## src/rtl/unidade_controle.sv

```systemverilog
// Moore control FSM for the experiment-4 memory game: sequences one 16-position round.
// Optional ESPERA timeout enabled by defining UNIDADE_CONTROLE_TIMEOUT_EN.
module unidade_controle #(
    parameter int unsigned TIMEOUT_CICLOS = 5000,
    parameter int unsigned W_TMO          = 16
) (
    input  logic       clock,
    input  logic       reset,
    input  logic       iniciar,
    input  logic       jogada_feita,
    input  logic       igual,
    input  logic       fimC,
    output logic       zeraC,
    output logic       contaC,
    output logic       zeraR,
    output logic       registraR,
    output logic       pronto,
    output logic       acertou,
    output logic       errou,
    output logic       timeout,
    output logic [3:0] db_estado
);

    typedef enum logic [3:0] {
        INICIAL     = 4'h0,
        PREPARACAO  = 4'h1,
        ESPERA      = 4'h2,
        REGISTRA    = 4'h4,
        COMPARA     = 4'h5,
        PROXIMO     = 4'h6,
        FIM_ACERTOU = 4'hA,
        FIM_TIMEOUT = 4'hD,
        FIM_ERROU   = 4'hE
    } estado_t;

    estado_t estado_q, estado_d;
    logic    tmo_expirou_c;

    logic zeraC_q, contaC_q, zeraR_q, registraR_q;
    logic pronto_q, acertou_q, errou_q, timeout_q;
    logic zeraC_d, contaC_d, zeraR_d, registraR_d;
    logic pronto_d, acertou_d, errou_d, timeout_d;

`ifdef UNIDADE_CONTROLE_TIMEOUT_EN
    localparam bit TMO_EN = 1'b1;

    logic [W_TMO-1:0] tmo_q, tmo_d;

    // Counts cycles spent in ESPERA; cleared everywhere else
    always_comb begin
        tmo_d = '0;
        if (estado_q == ESPERA) begin
            tmo_d = tmo_q + W_TMO'(1);
        end
    end

    always_ff @(posedge clock or posedge reset) begin
        if (reset) begin
            tmo_q <= '0;
        end else begin
            tmo_q <= tmo_d;
        end
    end

    assign tmo_expirou_c = (tmo_q == W_TMO'(TIMEOUT_CICLOS - 1));
`else
    localparam bit TMO_EN = 1'b0;

    logic cfg_unused;
    assign cfg_unused    = ^{32'(TIMEOUT_CICLOS), 32'(W_TMO)};
    assign tmo_expirou_c = 1'b0;
`endif

    // Next-state logic; outputs are decoded from the next state and registered
    always_comb begin
        estado_d    = estado_q;
        zeraC_d     = 1'b0;
        contaC_d    = 1'b0;
        zeraR_d     = 1'b0;
        registraR_d = 1'b0;
        pronto_d    = 1'b0;
        acertou_d   = 1'b0;
        errou_d     = 1'b0;
        timeout_d   = 1'b0;

        case (estado_q)
            INICIAL:     if (iniciar) estado_d = PREPARACAO;
            PREPARACAO:  estado_d = ESPERA;
            ESPERA: begin
                if (jogada_feita) begin
                    estado_d = REGISTRA;
                end else if (tmo_expirou_c) begin
                    estado_d = FIM_TIMEOUT;
                end
            end
            REGISTRA:    estado_d = COMPARA;
            COMPARA: begin
                if (!igual) begin
                    estado_d = FIM_ERROU;
                end else if (fimC) begin
                    estado_d = FIM_ACERTOU;
                end else begin
                    estado_d = PROXIMO;
                end
            end
            PROXIMO:     estado_d = ESPERA;
            FIM_ACERTOU,
            FIM_ERROU,
            FIM_TIMEOUT: if (iniciar) estado_d = PREPARACAO;
            default:     estado_d = INICIAL;
        endcase

        case (estado_d)
            PREPARACAO: begin
                zeraC_d = 1'b1;
                zeraR_d = 1'b1;
            end
            REGISTRA:    registraR_d = 1'b1;
            PROXIMO:     contaC_d    = 1'b1;
            FIM_ACERTOU: begin
                pronto_d  = 1'b1;
                acertou_d = 1'b1;
            end
            FIM_ERROU: begin
                pronto_d = 1'b1;
                errou_d  = 1'b1;
            end
            FIM_TIMEOUT: begin
                pronto_d  = 1'b1;
                errou_d   = 1'b1;
                timeout_d = TMO_EN;
            end
            default: ;
        endcase
    end

    always_ff @(posedge clock or posedge reset) begin
        if (reset) begin
            estado_q    <= INICIAL;
            zeraC_q     <= 1'b0;
            contaC_q    <= 1'b0;
            zeraR_q     <= 1'b0;
            registraR_q <= 1'b0;
            pronto_q    <= 1'b0;
            acertou_q   <= 1'b0;
            errou_q     <= 1'b0;
            timeout_q   <= 1'b0;
        end else begin
            estado_q    <= estado_d;
            zeraC_q     <= zeraC_d;
            contaC_q    <= contaC_d;
            zeraR_q     <= zeraR_d;
            registraR_q <= registraR_d;
            pronto_q    <= pronto_d;
            acertou_q   <= acertou_d;
            errou_q     <= errou_d;
            timeout_q   <= timeout_d;
        end
    end

    assign zeraC     = zeraC_q;
    assign contaC    = contaC_q;
    assign zeraR     = zeraR_q;
    assign registraR = registraR_q;
    assign pronto    = pronto_q;
    assign acertou   = acertou_q;
    assign errou     = errou_q;
    assign timeout   = timeout_q;
    assign db_estado = estado_q;

endmodule

```

## config.mk

```make
export PLATFORM = sky130hd
export DESIGN_NAME = unidade_controle
export DESIGN_NICKNAME = d
export VERILOG_FILES = /design/src/rtl/unidade_controle.sv
export SDC_FILE = /design/constraint.sdc
export NUM_CORES = 1
export LEC_CHECK = 0
export CORE_MARGIN = 1
export CORE_UTILIZATION = 35
export DETAILED_ROUTE_END_ITERATION = 8
export PLACE_DENSITY = 0.65
export SYNTH_ARGS = -nofsm -noshare
export SYNTH_HDL_FRONTEND = slang
export SYNTH_SLANG_ARGS = --single-unit
export TNS_END_PERCENT = 50
```

## constraint.sdc

```tcl
create_clock -name clock -period 1.4 [get_ports clock]
set_input_delay 0.28 -clock clock [delete_from_list [all_inputs] [get_ports clock]]
set_output_delay 0.28 -clock clock [all_outputs]
set_load 0.02 [all_outputs]
```

==> metrics.txt <==
clock root cell clkbuf_4; Die ar. 1480 um2; chip height 38.4 um; Synth cell types 22; All-Layer GR Usage 15.4%; clock skew 0.00521 ns; Syn Std Cell Area 464 um2; fmax 0.749 GHz; wire per inst 12.0 um; hold crit path type in2async; Die Width 38.4 um; DP Cell Count 75; Final Non-Filler Cells 81; I/O pin cnt 18; Starting Density 39.6%; Total Wirelength 969 um; period utilization 95.3%; combinational power share 51.4%; CTS tree built; H-tree levels 1; worst-path maximum fanout 7; largest family of logic cells by synthesized area simple AND/OR/NAND/NOR gates; syn_area_per_cell 11.1 um2; clock group share of total power 17.7%; Final TNS setup 0 ns; CTS Buf Count 3; number of global-route vias before repair 356; initial DRC count 7; Core Footprint 1170 um2; GPL Wtd Cong 0.702; setup ws final 0.0655 ns; Design Area, Final 724 um2; mux contribution to synthesized area 0%; vias per cell 4.57; Fin. Hold Viols 0; Clock Tree Buf Depth 2; largest net degree at the start of global routing 11; Final ANT Viol Nets 0; area share of fa/ha/maj cells after synthesis 0%; Pleak 0.376 nW; Tmin final 1.33 ns; Mapped Cells 42; via count 370; Crit. End Element flop; DP Wirelength 696 um; PD cells 1960 nW/um2; Final nets 74; P&R area growth vs syn 56.1%; Sw Pwr 0.552 mW; setup slack at placement -0.251 ns; Synth Area in XOR/XNOR 1.89%; drt first pass iters 2; Core Util, Final 61.9%; Seq pwr share 31.0%; post-cts hold buffer count 0; row count 12; Compound-Gate Fraction of Synth Area 15.1%; Antenna Cells 0; DR DRC count 0; Sw Share 38.8%; Placed Area 664 um2; TritonCTS Sinks 10; synthesized flop and latch total 10; WP data required 1.58 ns; fin. max-slew vios 0; RSZ-0062 raised after global routing false; total global routing overflow 0; clock latency on the worst-skew pair 0.26 ns; initial antenna violation count 0; sequential fraction of the synthesis area 53.9%; layout cells sized above 1 29.9%; synth warn 0; clock-pin slew on the worst setup and hold paths 0.07 ns; FF-to-FF setup slack 0.07 ns; Max-Cap Viols 0; Startpoint Class flop; final setup fails 0; first-pass GRT wire length 1.51 mm; Int Pwr 0.871 mW; syn_nets 48; CP arrival 1.51 ns; status finished clean; IO Port Bufs 16; Synth Area in Simple Gates 21.8%; Peak VDD IR 0.000922 V; kind of critical path reg2reg
==> sequential cells by signal, summed over array words and instances, names as in the netlist <==
signal     flops
errou          1
contaC         1
registraR      1
pronto         1
zeraR          1
db_estado      4
acertou        1
==> per-stage QoR <==
| step | total power [mW] | hold slack [ns] |
|---|---|---|
| 3_5_place_dp | 1.15 | 0.576 |
| 4_1_cts | 1.34 | 0.288 |
| 6_report | 1.42 | 0.284 |
| 2_1_floorplan | 0.853 | 0.120 |
| 5_1_grt | 1.52 | 0.324 |
| 3_3_place_gp | 1.14 | 0.570 |
==> cells in the mapped netlist <==
cell type / count / area share [%]
nand2_1: 1 / 0.81
nor2_1: 2 / 1.6
nand2b_1: 3 / 4.0
o22ai_1: 2 / 2.7
and3_1: 1 / 1.3
o32a_1: 1 / 2.2
a21oi_2: 1 / 1.9
nand2b_4: 1 / 3.0
a21oi_1: 2 / 2.2
buf_4: 2 / 3.2
a311oi_1: 1 / 1.9
nor2b_1: 3 / 4.0
conb_1: 1 / 0.81
nor3_2: 1 / 2.2
xnor2_1: 1 / 1.9
a211oi_2: 1 / 2.7
inv_1: 4 / 3.2
a22oi_1: 1 / 1.6
and2_1: 1 / 1.3
nand2b_2: 1 / 1.9
nor3b_1: 1 / 1.6
dfrtp_1: 10 / 54
==> placed cells by master, fill, tap and decap left out, types with 2 or more instances in the layout <==
| cell type | count |
|---|---|
| clkdlybuf4s50_1 | 5 |
| nand2b_1 | 3 |
| dfrtp_2 | 2 |
| inv_1 | 4 |
| o22ai_1 | 2 |
| a21oi_1 | 2 |
| buf_4 | 7 |
| dfrtp_1 | 8 |
| clkbuf_4 | 3 |
| nor2b_1 | 3 |
| dlygate4sd2_1 | 10 |
| nor2_1 | 2 |
==> logic make-up (layout without fill, tap and decap cells) <==
family	Yosys count	in the layout
buffers and inverters	6	31
DFF	10	10
other	1	1
xor gates and xnor gates	1	1
and+or+nand+nor	15	15
AOI/OAI and AO/OA	9	9
==> final cells by class <==
type | instances | area [um2]
Inverter | 4 | 15.0
Fill cell | 98 | 447
Sequential cell | 10 | 253
Multi-Input combinational cell | 26 | 203
Tap cell | 14 | 17.5
Timing Repair Buffer | 23 | 200
Clock buffer | 4 | 36.3
==> worst max-delay path: stages (launching register included) <==
cell and delay, ns:
dfrtp_2 0.44, nand2b_2 0.23, nor3_2 0.29, a211oi_4 0.09, nor3b_2 0.20
==> metal layers <==
| layer | global-route usage [%] | wire length [um] | vias to the layer above |
|---|---|---|---|
| met5 | 0 | 0 | - |
| li1 | - | - | 189 |
| met1 | 20.2 | 445 | 172 |
| met4 | 7.76 | 0 | 0 |
| met2 | 23.7 | 497 | 9 |
| met3 | 3.49 | 26 | 0 |
==> power by group through the flow <==
stage	logic [mW]	clock network [mW]	registers, mW
2_1_floorplan	0.294	0	0.559
3_3_place_gp	0.694	0	0.448
3_5_place_dp	0.700	0	0.448
6_report	0.731	0.251	0.441
5_1_grt	0.791	0.278	0.449
4_1_cts	0.638	0.262	0.442
==> repair_timing <==
item | CTS | global route
setup endpoints to repair | 13 | 4
resized for setup | 12 | 5
buffers inserted | 0 | 2
pin swaps | 0 | 2
==> worst paths after layout <==
path,start,to,depth (start not counted)
worst max-delay path,db_estado[0],contaC,4
worst min-delay path,reset,registraR,2
worst max register to register,db_estado[0],contaC,4
worst min register to register,db_estado[1],db_estado[0],1
max in group asynchronous,reset,db_estado[1],2
min in group clock,db_estado[1],db_estado[0],1
(Power assumes the default switching activity.)
